**config.mk**
```make
export PLATFORM = sky130hd
export DESIGN_NAME = mux_sel_arbiter
export DESIGN_NICKNAME = d
export VERILOG_FILES = /design/src/rtl/mux_sel_arbiter.sv
export SDC_FILE = /design/constraint.sdc
export NUM_CORES = 1
export LEC_CHECK = 0
export ABC_AREA = 1
export CAP_MARGIN = 40
export CORE_UTILIZATION = 61
export DETAILED_ROUTE_END_ITERATION = 8
export GPL_TIMING_DRIVEN = 1
export HOLD_SLACK_MARGIN = 0.06
export PLACE_DENSITY = 0.84
export SLEW_MARGIN = 40
export SYNTH_ARGS = -nofsm -noshare
export SYNTH_HDL_FRONTEND = slang
export SYNTH_SLANG_ARGS = --single-unit
```
**constraint.sdc**
```tcl
create_clock -name clk -period 4.86 [get_ports clk]
set_input_delay 0.972 -clock clk [delete_from_list [all_inputs] [get_ports clk]]
set_output_delay 0.972 -clock clk [all_outputs]
set_load 0.05 [all_outputs]
```
**src/rtl/mux_sel_arbiter.sv**
```systemverilog
// mux_sel_arbiter
//   Round-robin arbiter that shares one 16:1 mux between up to N_REQ requesters.
//   It drives the mux select S with the index of the current grantee and a
//   one-hot grant vector. A tenure lasts until the grantee asserts done, drops
//   its request, or has held the mux for MAX_HOLD cycles. When a tenure ends,
//   arbitration runs again on the same edge, so the next grantee follows
//   back-to-back with no idle cycle.
//
//   state | meaning
//   ------+--------------------------------------------------------------
//   IDLE  | no grant active, gnt=0, busy=0; S keeps the last grantee index
//   GRANT | requester S owns the mux, gnt=1<<S, busy=1, hold_cnt counts tenure
//
// Ports
//   clk      in   1       rising-edge clock
//   rst_n    in   1       synchronous active-low reset
//   req      in   N_REQ   request vector, bit i = requester i wants the mux
//   done     in   1       current grantee finished (only looked at in GRANT)
//   S        out  SEL_W   mux select, index of the current grantee
//   gnt      out  N_REQ   one-hot grant, all zero when idle
//   busy     out  1       high while a grant is active
//   timeout  out  1       one-cycle pulse: previous tenure ended by MAX_HOLD
module mux_sel_arbiter #(
   parameter int N_REQ    = 16,
   parameter int SEL_W    = 4,
   parameter int MAX_HOLD = 8
) (
   input  logic             clk,
   input  logic             rst_n,
   input  logic [N_REQ-1:0] req,
   input  logic             done,
   output logic [SEL_W-1:0] S,
   output logic [N_REQ-1:0] gnt,
   output logic             busy,
   output logic             timeout
);

   localparam int HW = $clog2(MAX_HOLD + 1);

   typedef enum logic {IDLE, GRANT} state_t;

   state_t           state, state_nxt;
   logic [SEL_W-1:0] ptr, ptr_nxt;
   logic [SEL_W-1:0] s_nxt;
   logic [N_REQ-1:0] gnt_nxt;
   logic             busy_nxt;
   logic             timeout_nxt;
   logic [HW-1:0]    hold_cnt, hold_nxt;

   logic             found;
   logic [SEL_W-1:0] win;
   logic [SEL_W-1:0] idx;
   logic             at_max;
   logic             release_now;

   // Search from ptr upward with wrap. Walking from the far end back toward
   // ptr lets the last hit be the highest-priority requester.
   always_comb begin
      found = 1'b0;
      win   = ptr;
      idx   = ptr;
      for (int i = N_REQ - 1; i >= 0; i--) begin
         idx = ptr + SEL_W'(i);
         if (req[idx]) begin
            found = 1'b1;
            win   = idx;
         end
      end
   end

   assign at_max      = (hold_cnt == HW'(MAX_HOLD));
   assign release_now = done || !req[S] || at_max;

   always_comb begin
      state_nxt   = state;
      ptr_nxt     = ptr;
      s_nxt       = S;
      gnt_nxt     = gnt;
      busy_nxt    = busy;
      timeout_nxt = 1'b0;
      hold_nxt    = hold_cnt;
      case (state)
         IDLE: begin
            if (found) begin
               state_nxt    = GRANT;
               s_nxt        = win;
               gnt_nxt      = '0;
               gnt_nxt[win] = 1'b1;
               busy_nxt     = 1'b1;
               hold_nxt     = HW'(1);
               ptr_nxt      = win + SEL_W'(1);
            end
         end
         GRANT: begin
            if (release_now) begin
               // done wins over a coincident tenure limit, so no pulse then.
               timeout_nxt = !done && req[S] && at_max;
               if (found) begin
                  s_nxt        = win;
                  gnt_nxt      = '0;
                  gnt_nxt[win] = 1'b1;
                  busy_nxt     = 1'b1;
                  hold_nxt     = HW'(1);
                  ptr_nxt      = win + SEL_W'(1);
               end else begin
                  state_nxt = IDLE;
                  gnt_nxt   = '0;
                  busy_nxt  = 1'b0;
                  hold_nxt  = '0;
               end
            end else begin
               hold_nxt = hold_cnt + HW'(1);
            end
         end
         default: begin
            state_nxt = IDLE;
            gnt_nxt   = '0;
            busy_nxt  = 1'b0;
            hold_nxt  = '0;
         end
      endcase
   end

   always_ff @(posedge clk) begin
      if (!rst_n) begin
         state    <= IDLE;
         ptr      <= '0;
         S        <= '0;
         gnt      <= '0;
         busy     <= 1'b0;
         timeout  <= 1'b0;
         hold_cnt <= '0;
      end else begin
         state    <= state_nxt;
         ptr      <= ptr_nxt;
         S        <= s_nxt;
         gnt      <= gnt_nxt;
         busy     <= busy_nxt;
         timeout  <= timeout_nxt;
         hold_cnt <= hold_nxt;
      end
   end

endmodule

```
Word level (Yosys, flattened, before mapping)
Index checks and enable logic that the tools add are counted.

Add/sub/neg operators: 17. Divide/modulo/power cells: 0. Bitwise logic cells: 1. Shift operators: 0. Reductions and logical operators: 9. Multiplexer cells: 88. Eq/ne operators: 3. $mul: 0. Order comparisons: 19.

Operators with widths (count): 4-bit by 5-bit < comparator with 1-bit output, second input constant (18); 4-bit 2-to-1 mux (22); 1-bit binary-select mux with 4-bit select (17); 16-bit 2-to-1 mux (3); 1-bit 2-to-1 mux (39); 4-bit adder, second input constant (8); 16-bit case mux with 2 select lines (1); 4-bit case mux with 2 select lines (3); 4-bit by 3-bit adder with 4-bit output, second input constant (4); 4-bit by 1-bit adder with 4-bit output, second input constant (3); 4-bit by 2-bit adder with 4-bit output, second input constant (2); 1-bit demux with 4-bit select (1); 4-bit equality test, second input constant (1); 4-bit by 1-bit greater-or-equal comparator with 1-bit output, second input constant (1); 1-bit case mux with 2 select lines (2); 1-bit logical AND (3); 3-bit AND reduction (1); 1-bit logical NOT (2); 1-bit logical OR (2); 2-bit by 1-bit != test with 1-bit output, second input constant (1); 2-bit != test, second input constant (1); 2-bit AND reduction (1); 1-bit inverter (1).

Memories: 0. Word-level logic and storage cells: 144. Output and inout port bits: 22. Flip-flop bits (word level): 31. ROM bits: 0. RAM bits: 0. Latch bits: 0.

Logic depth before layout (Yosys ltp)
Word-level depth: 26. Depth in mapped cells: 34.

Worst setup path before layout
OpenSTA, ideal clock, no wires.

Path type: register -> register. Start: register ptr[1]. End: register gnt[14]. Setup time: 0.138 ns. Arrival time: 3.134 ns. Slack: 1.588 ns. Data required time: 4.722 ns. Clock period less this slack: 3.272 ns. Stages on the path, launching flop included: 21. Path buffers: 3. Path through: dfxtp_1 > inv_1 > buf_4 > ha_1 > inv_1 > clkbuf_1 > nand3_1 > nand3_1 > nand2_1 > nand2_2 > nand2_4 > or4_4 > nor4_4 > nand2_2 > inv_1 > nor2_1 > buf_2 > nand2_1 > nor2_1 > nand2_1 > a21oi_2.

Word-level cells in the longest chain between the ends: 26.

Ends and longest elaborated chain: start: declaration (line 43) `logic [SEL_W-1:0] ptr, ptr_nxt;`; start signal: assignment (line 135) `ptr <= ptr_nxt;`; 4-bit adder (line 63) `idx = ptr + SEL_W'(i);`; 1-bit binary-select mux with 4-bit select (line 64) `if (req[idx]) begin`; 1-bit 2-to-1 mux (implied by the code) (line 64); 4-bit 2-to-1 mux (16 in a row) (line 64); 4-bit by 5-bit < comparator with 1-bit output (implied by the code) / 4-bit by 1-bit greater-or-equal comparator with 1-bit output (equally long branches) (line 88, 101); 1-bit logical AND (implied by the code) (line 88, 101); 1-bit 2-to-1 mux (implied by the code) (line 88, 101); 1-bit demux with 4-bit select (line 88, 101); 16-bit 2-to-1 mux (line 98) `if (found) begin`; 16-bit 2-to-1 mux (line 95) `if (release_now) begin`; 16-bit case mux with 2 select lines (line 82) `case (state)`; end signal: assignment (line 137) `gnt <= gnt_nxt;`; end: declaration (line 33) `output logic [N_REQ-1:0] gnt,`.

Several ways; a longest one is shown, not always the timed one. The select of a mux whose other input is x is not followed. A chain may end at the register's enable or synchronous reset.

Worst setup path after layout
Start: input port req[5]. End: register gnt[9].

Word-level cells in the longest chain between the ends: 25.

Ends and longest elaborated chain: start: declaration (line 30) `input logic [N_REQ-1:0] req,`; 1-bit binary-select mux with 4-bit select (line 64); 1-bit 2-to-1 mux (implied by the code) (line 64); 4-bit 2-to-1 mux (16 in a row) (line 64); 4-bit by 5-bit < comparator with 1-bit output (implied by the code) / 4-bit by 1-bit greater-or-equal comparator with 1-bit output (equally long branches) (line 88, 101); 1-bit logical AND (implied by the code) (line 88, 101); 1-bit 2-to-1 mux (implied by the code) (line 88, 101); 1-bit demux with 4-bit select (line 88, 101); 16-bit 2-to-1 mux (line 98); 16-bit 2-to-1 mux (line 95); 16-bit case mux with 2 select lines (line 82).

Several ways; a longest one is shown, not always the timed one. The select of a mux whose other input is x is not followed.

==> flow_summary.html <==
<table>
<tr><th>Metric</th><th>Value</th></tr>
<tr><th colspan="2">Clock tree</th></tr>
<tr><td>Number of gates given a new drive strength after cts</td><td>0</td></tr>
<tr><td>Clock-pin slew on the worst setup and hold paths</td><td>around 0.060 ns</td></tr>
<tr><td>Clk Latency, worst-skew pair</td><td>between 0.2 and 0.3 ns</td></tr>
<tr><td>CTS hold repair buffers</td><td>0</td></tr>
<tr><td>Post CTS Setup Buffer Count</td><td>0</td></tr>
<tr><td>TritonCTS clock tree</td><td>built</td></tr>
<tr><td>Number of levels the H-tree was split into</td><td>2</td></tr>
<tr><td>Number of buffers created by CTS</td><td>5</td></tr>
<tr><td>Root buffer cell</td><td>clkbuf_8</td></tr>
<tr><td>Max Root-Sink Buffers</td><td>2</td></tr>
<tr><td>CTS sink cnt</td><td>31</td></tr>
<tr><th colspan="2">GRT</th></tr>
<tr><td>Number of global-route vias before repair</td><td>about 3400</td></tr>
<tr><td>Largest net degree at the start of global routing</td><td>29</td></tr>
<tr><td>Leftover overflow at the end of global routing</td><td>0</td></tr>
<tr><td>First-pass GRT wire length</td><td>about 15000 µm</td></tr>
<tr><td>All-Layer GR Usage</td><td>a little over a third</td></tr>
<tr><td>Initial antenna violation count</td><td>0</td></tr>
<tr><th colspan="2">Yosys</th></tr>
<tr><td>Nets in the synthesized netlist</td><td>about 570</td></tr>
<tr><td>Average cell area after synthesis</td><td>5.80 µm²</td></tr>
<tr><td>Post-synthesis cell area</td><td>0.00314 mm²</td></tr>
<tr><td>Sequential share of the synthesized area</td><td>19.8%</td></tr>
<tr><td>Share of flip-flops with an asynchronous set or reset</td><td>0%</td></tr>
<tr><td>Post-Syn Instances</td><td>541</td></tr>
<tr><td>Simple-gate portion of the synthesized area</td><td>46.5%</td></tr>
<tr><td>Post-synthesis share of cell area spent on xor and xnor gates</td><td>3.07%</td></tr>
<tr><td>Top FF cell, synth</td><td>dfxtp_1</td></tr>
<tr><td>Largest family of logic cells by synthesized area</td><td>simple AND/OR/NAND/NOR gates</td></tr>
<tr><td>Synth Register Bits</td><td>31</td></tr>
<tr><td>Number of warnings reported in the yosys synthesis log</td><td>0</td></tr>
<tr><td>Compound-gate portion of the synthesized area</td><td>between 15 and 20%</td></tr>
<tr><td>Area share of fa/ha/maj cells after synthesis</td><td>under 10%</td></tr>
<tr><td>Number of unique standard cell types used by synthesis</td><td>37</td></tr>
<tr><td>Number of synthesized flops with an enable pin</td><td>0</td></tr>
<tr><td>Fraction of synthesized area in multiplexers</td><td>0%</td></tr>
<tr><th colspan="2">Cells and area</th></tr>
<tr><td>Sequential cell area</td><td>621 µm²</td></tr>
<tr><td>Total area of multi-input combinational cells</td><td>about 0.0022 mm²</td></tr>
<tr><td>N_diodes</td><td>0</td></tr>
<tr><td>Area growth from synthesis to layout</td><td>16.3%</td></tr>
<tr><td>Number of inserted filler cells in the final layout</td><td>roughly 420</td></tr>
<tr><td>Most frequent cells in the layout</td><td>nand2_1, nand3_1, a21oi_1</td></tr>
<tr><td>Ratio of cells with drive above 1 in the final layout</td><td>9.86%</td></tr>
<tr><td>Post-layout net count</td><td>605</td></tr>
<tr><td>Most common library cell in the layout ignoring fill and taps</td><td>nand2_1</td></tr>
<tr><th colspan="2">Setup path</th></tr>
<tr><td>Worst EP required</td><td>around 5 ns</td></tr>
<tr><td>Cell repeated most along the worst path</td><td>nand2_1</td></tr>
<tr><td>Critical Setup Path Class</td><td>in2reg</td></tr>
<tr><td>Worst path cell trace</td><td>clkdlybuf4s50_1, nand2_1, nand3_1, nand2_1, o21ai_0, nand2_1, nand2_1, inv_1, nand4_1, nor4_1, nand2_2, inv_1, nor2_1, inv_2, nor2_4, inv_2, nor2_4, nand2_1, a21oi_1</td></tr>
<tr><td>Cell type of the slowest stage on the worst timing path</td><td>nor2_1</td></tr>
<tr><td>Critical path capture point type</td><td>flop</td></tr>
<tr><td>Top Family by Delay on Critical Path</td><td>simple AND/OR/NAND/NOR gates</td></tr>
<tr><td>Crit start category</td><td>input pin</td></tr>
<tr><td>Critical path data arrival time</td><td>between 4 and 5 ns</td></tr>
<tr><td>Top fanout value on the critical path</td><td>11</td></tr>
<tr><td>Delay of the slowest cell on the worst path</td><td>about 0.55 ns</td></tr>
<tr><td>Buf/Inv on CP</td><td>5</td></tr>
<tr><th colspan="2">Timing</th></tr>
<tr><td>Final hold vios</td><td>0</td></tr>
<tr><td>Unrepaired setup endpoints after global routing</td><td>no</td></tr>
<tr><td>Final min period</td><td>about 4.1 ns</td></tr>
<tr><td>Max Transition Viols Final</td><td>0</td></tr>
<tr><td>Endpoints failing setup</td><td>0</td></tr>
<tr><td>Peak Freq</td><td>~0.24 GHz</td></tr>
<tr><td>Slew margin rel.</td><td>roughly 52%</td></tr>
<tr><td>Final setup TNS</td><td>0 ns</td></tr>
<tr><td>Period utilisation layout</td><td>a little over four fifths</td></tr>
<tr><td>Largest clock skew in the final design</td><td>between 0.003 and 0.004 ns</td></tr>
<tr><td>Transition time at the pin with the least slew margin</td><td>roughly 0.72 ns</td></tr>
<tr><th colspan="2">Floorplanning</th></tr>
<tr><td>Core Region</td><td>0.00485 mm²</td></tr>
<tr><td>Die Span Y</td><td>approximately 74 µm</td></tr>
<tr><td>Initial cell density of the core</td><td>~65%</td></tr>
<tr><td># rows</td><td>25</td></tr>
<tr><td>Chip width</td><td>roughly 74 µm</td></tr>
<tr><td>Top Ports</td><td>between 40 and 50</td></tr>
<tr><td>Die outline area</td><td>0.00544 mm²</td></tr>
<tr><th colspan="2">Placement</th></tr>
<tr><td>Detailed placer's ending HPWL</td><td>a little under 7000 µm</td></tr>
<tr><td>Last weighted congestion value of the routability-driven placer</td><td>1.03</td></tr>
<tr><td>Count of buffers from port buffering</td><td>40</td></tr>
<tr><th colspan="2">Detailed routing</th></tr>
<tr><td>Routed Wire Length</td><td>about 9000 µm</td></tr>
<tr><td>Total vias in the final route</td><td>roughly 3700</td></tr>
<tr><td>DRC marker count from the first detailed-route iteration</td><td>382</td></tr>
<tr><td>DR WL/cell</td><td>roughly 14 µm</td></tr>
<tr><td>Drt pass-1 iters</td><td>5</td></tr>
<tr><td>Post-route antenna net violation count</td><td>0</td></tr>
<tr><td>Average vias per placed instance</td><td>5.80</td></tr>
<tr><td>Number of DRC violations after detailed routing</td><td>0</td></tr>
<tr><th colspan="2">Min path</th></tr>
<tr><td>Classification of the worst-slack hold path</td><td>reg2reg</td></tr>
<tr><th colspan="2">Run</th></tr>
<tr><td>Max Cap Violations</td><td>0</td></tr>
<tr><th colspan="2">Outcome</th></tr>
<tr><td>Outcome</td><td>finished clean</td></tr>
</table>
## final timing paths
path	start	end	slack, ns	cells after the start
worst max-delay path	req[5]	gnt[9]	0.77	19
worst min-delay path	busy	busy	0.46	2
worst max register to register	ptr[0]	gnt[9]	0.86	20
worst min register to register	busy	busy	0.46	2
## synth_stat cells, types with 6 or more instances
library cell / n / area (µm²)
a21oi_1: 47 / 235
a21oi_2: 11 / 96.3
dfxtp_1: 31 / 621
ha_1: 9 / 113
inv_1: 46 / 173
inv_2: 9 / 33.8
nand2_1: 197 / 739
nand2_2: 14 / 87.6
nand3_1: 79 / 395
nor2_1: 25 / 93.8
o21ai_0: 18 / 90.1
xor2_1: 6 / 52.6
## per-stage QoR
| stage | setup slack [ns] | util [%] | std cells | hold slack [ns] | instance area (µm²) |
|---|---|---|---|---|---|
| final | 0.768 | 75.3 | 645 | 0.465 | 3650 |
| after global routing | 0.453 | 75.3 | 645 | 0.495 | 3650 |
| after CTS | 0.876 | 75.3 | 645 | 0.471 | 3650 |
| after detailed placement | 0.597 | 73.2 | 637 | 0.457 | 3550 |
| after global placement | 0.722 | 73.2 | 637 | 0.456 | 3550 |
| after floorplan | 1.59 | - | 541 | 0.452 | 3140 |
## registers in the layout, indices dropped and copies added, names as in the netlist
| name | flops |
|---|---|
| gnt | 16 |
| S | 4 |
| hold_cnt | 4 |
| ptr | 4 |
| busy | 1 |
| state | 1 |
| timeout | 1 |
## metal layers
metal  vias up  wire (µm)  global-route usage (%)
li1       1841          -                       -
met1      1656       3840                    44.4
met2       215       4260                    60.8
met3        27        900                    8.78
met4         0        255                    12.0
met5         -          0                       0
## area by class of cell
class	count	share of cell area [%]
Timing Repair Buffer	44	11.8
Sequential cell	31	17.0
Multi-Input combinational cell	438	60.3
Clock buffer	8	2.74
Tap cell	67	2.30
Inverter	57	5.90
## logic make-up after synthesis
logic type / Yosys count
buffers and inverters: 72
AOI/OAI and AO/OA: 92
and+or+nand+nor: 329
DFF: 31
xor gates and xnor gates: 8
adders and majority gates: 9
## worst min-delay path: stages, from the launching register on
cell and delay, ns:
dfxtp_1 0.31, nand2_1 0.06, a21oi_1 0.05
Power is left out: the tool's default activity adds up to more than one toggle a clock period on the data nets, which glitch-free logic cannot reach.
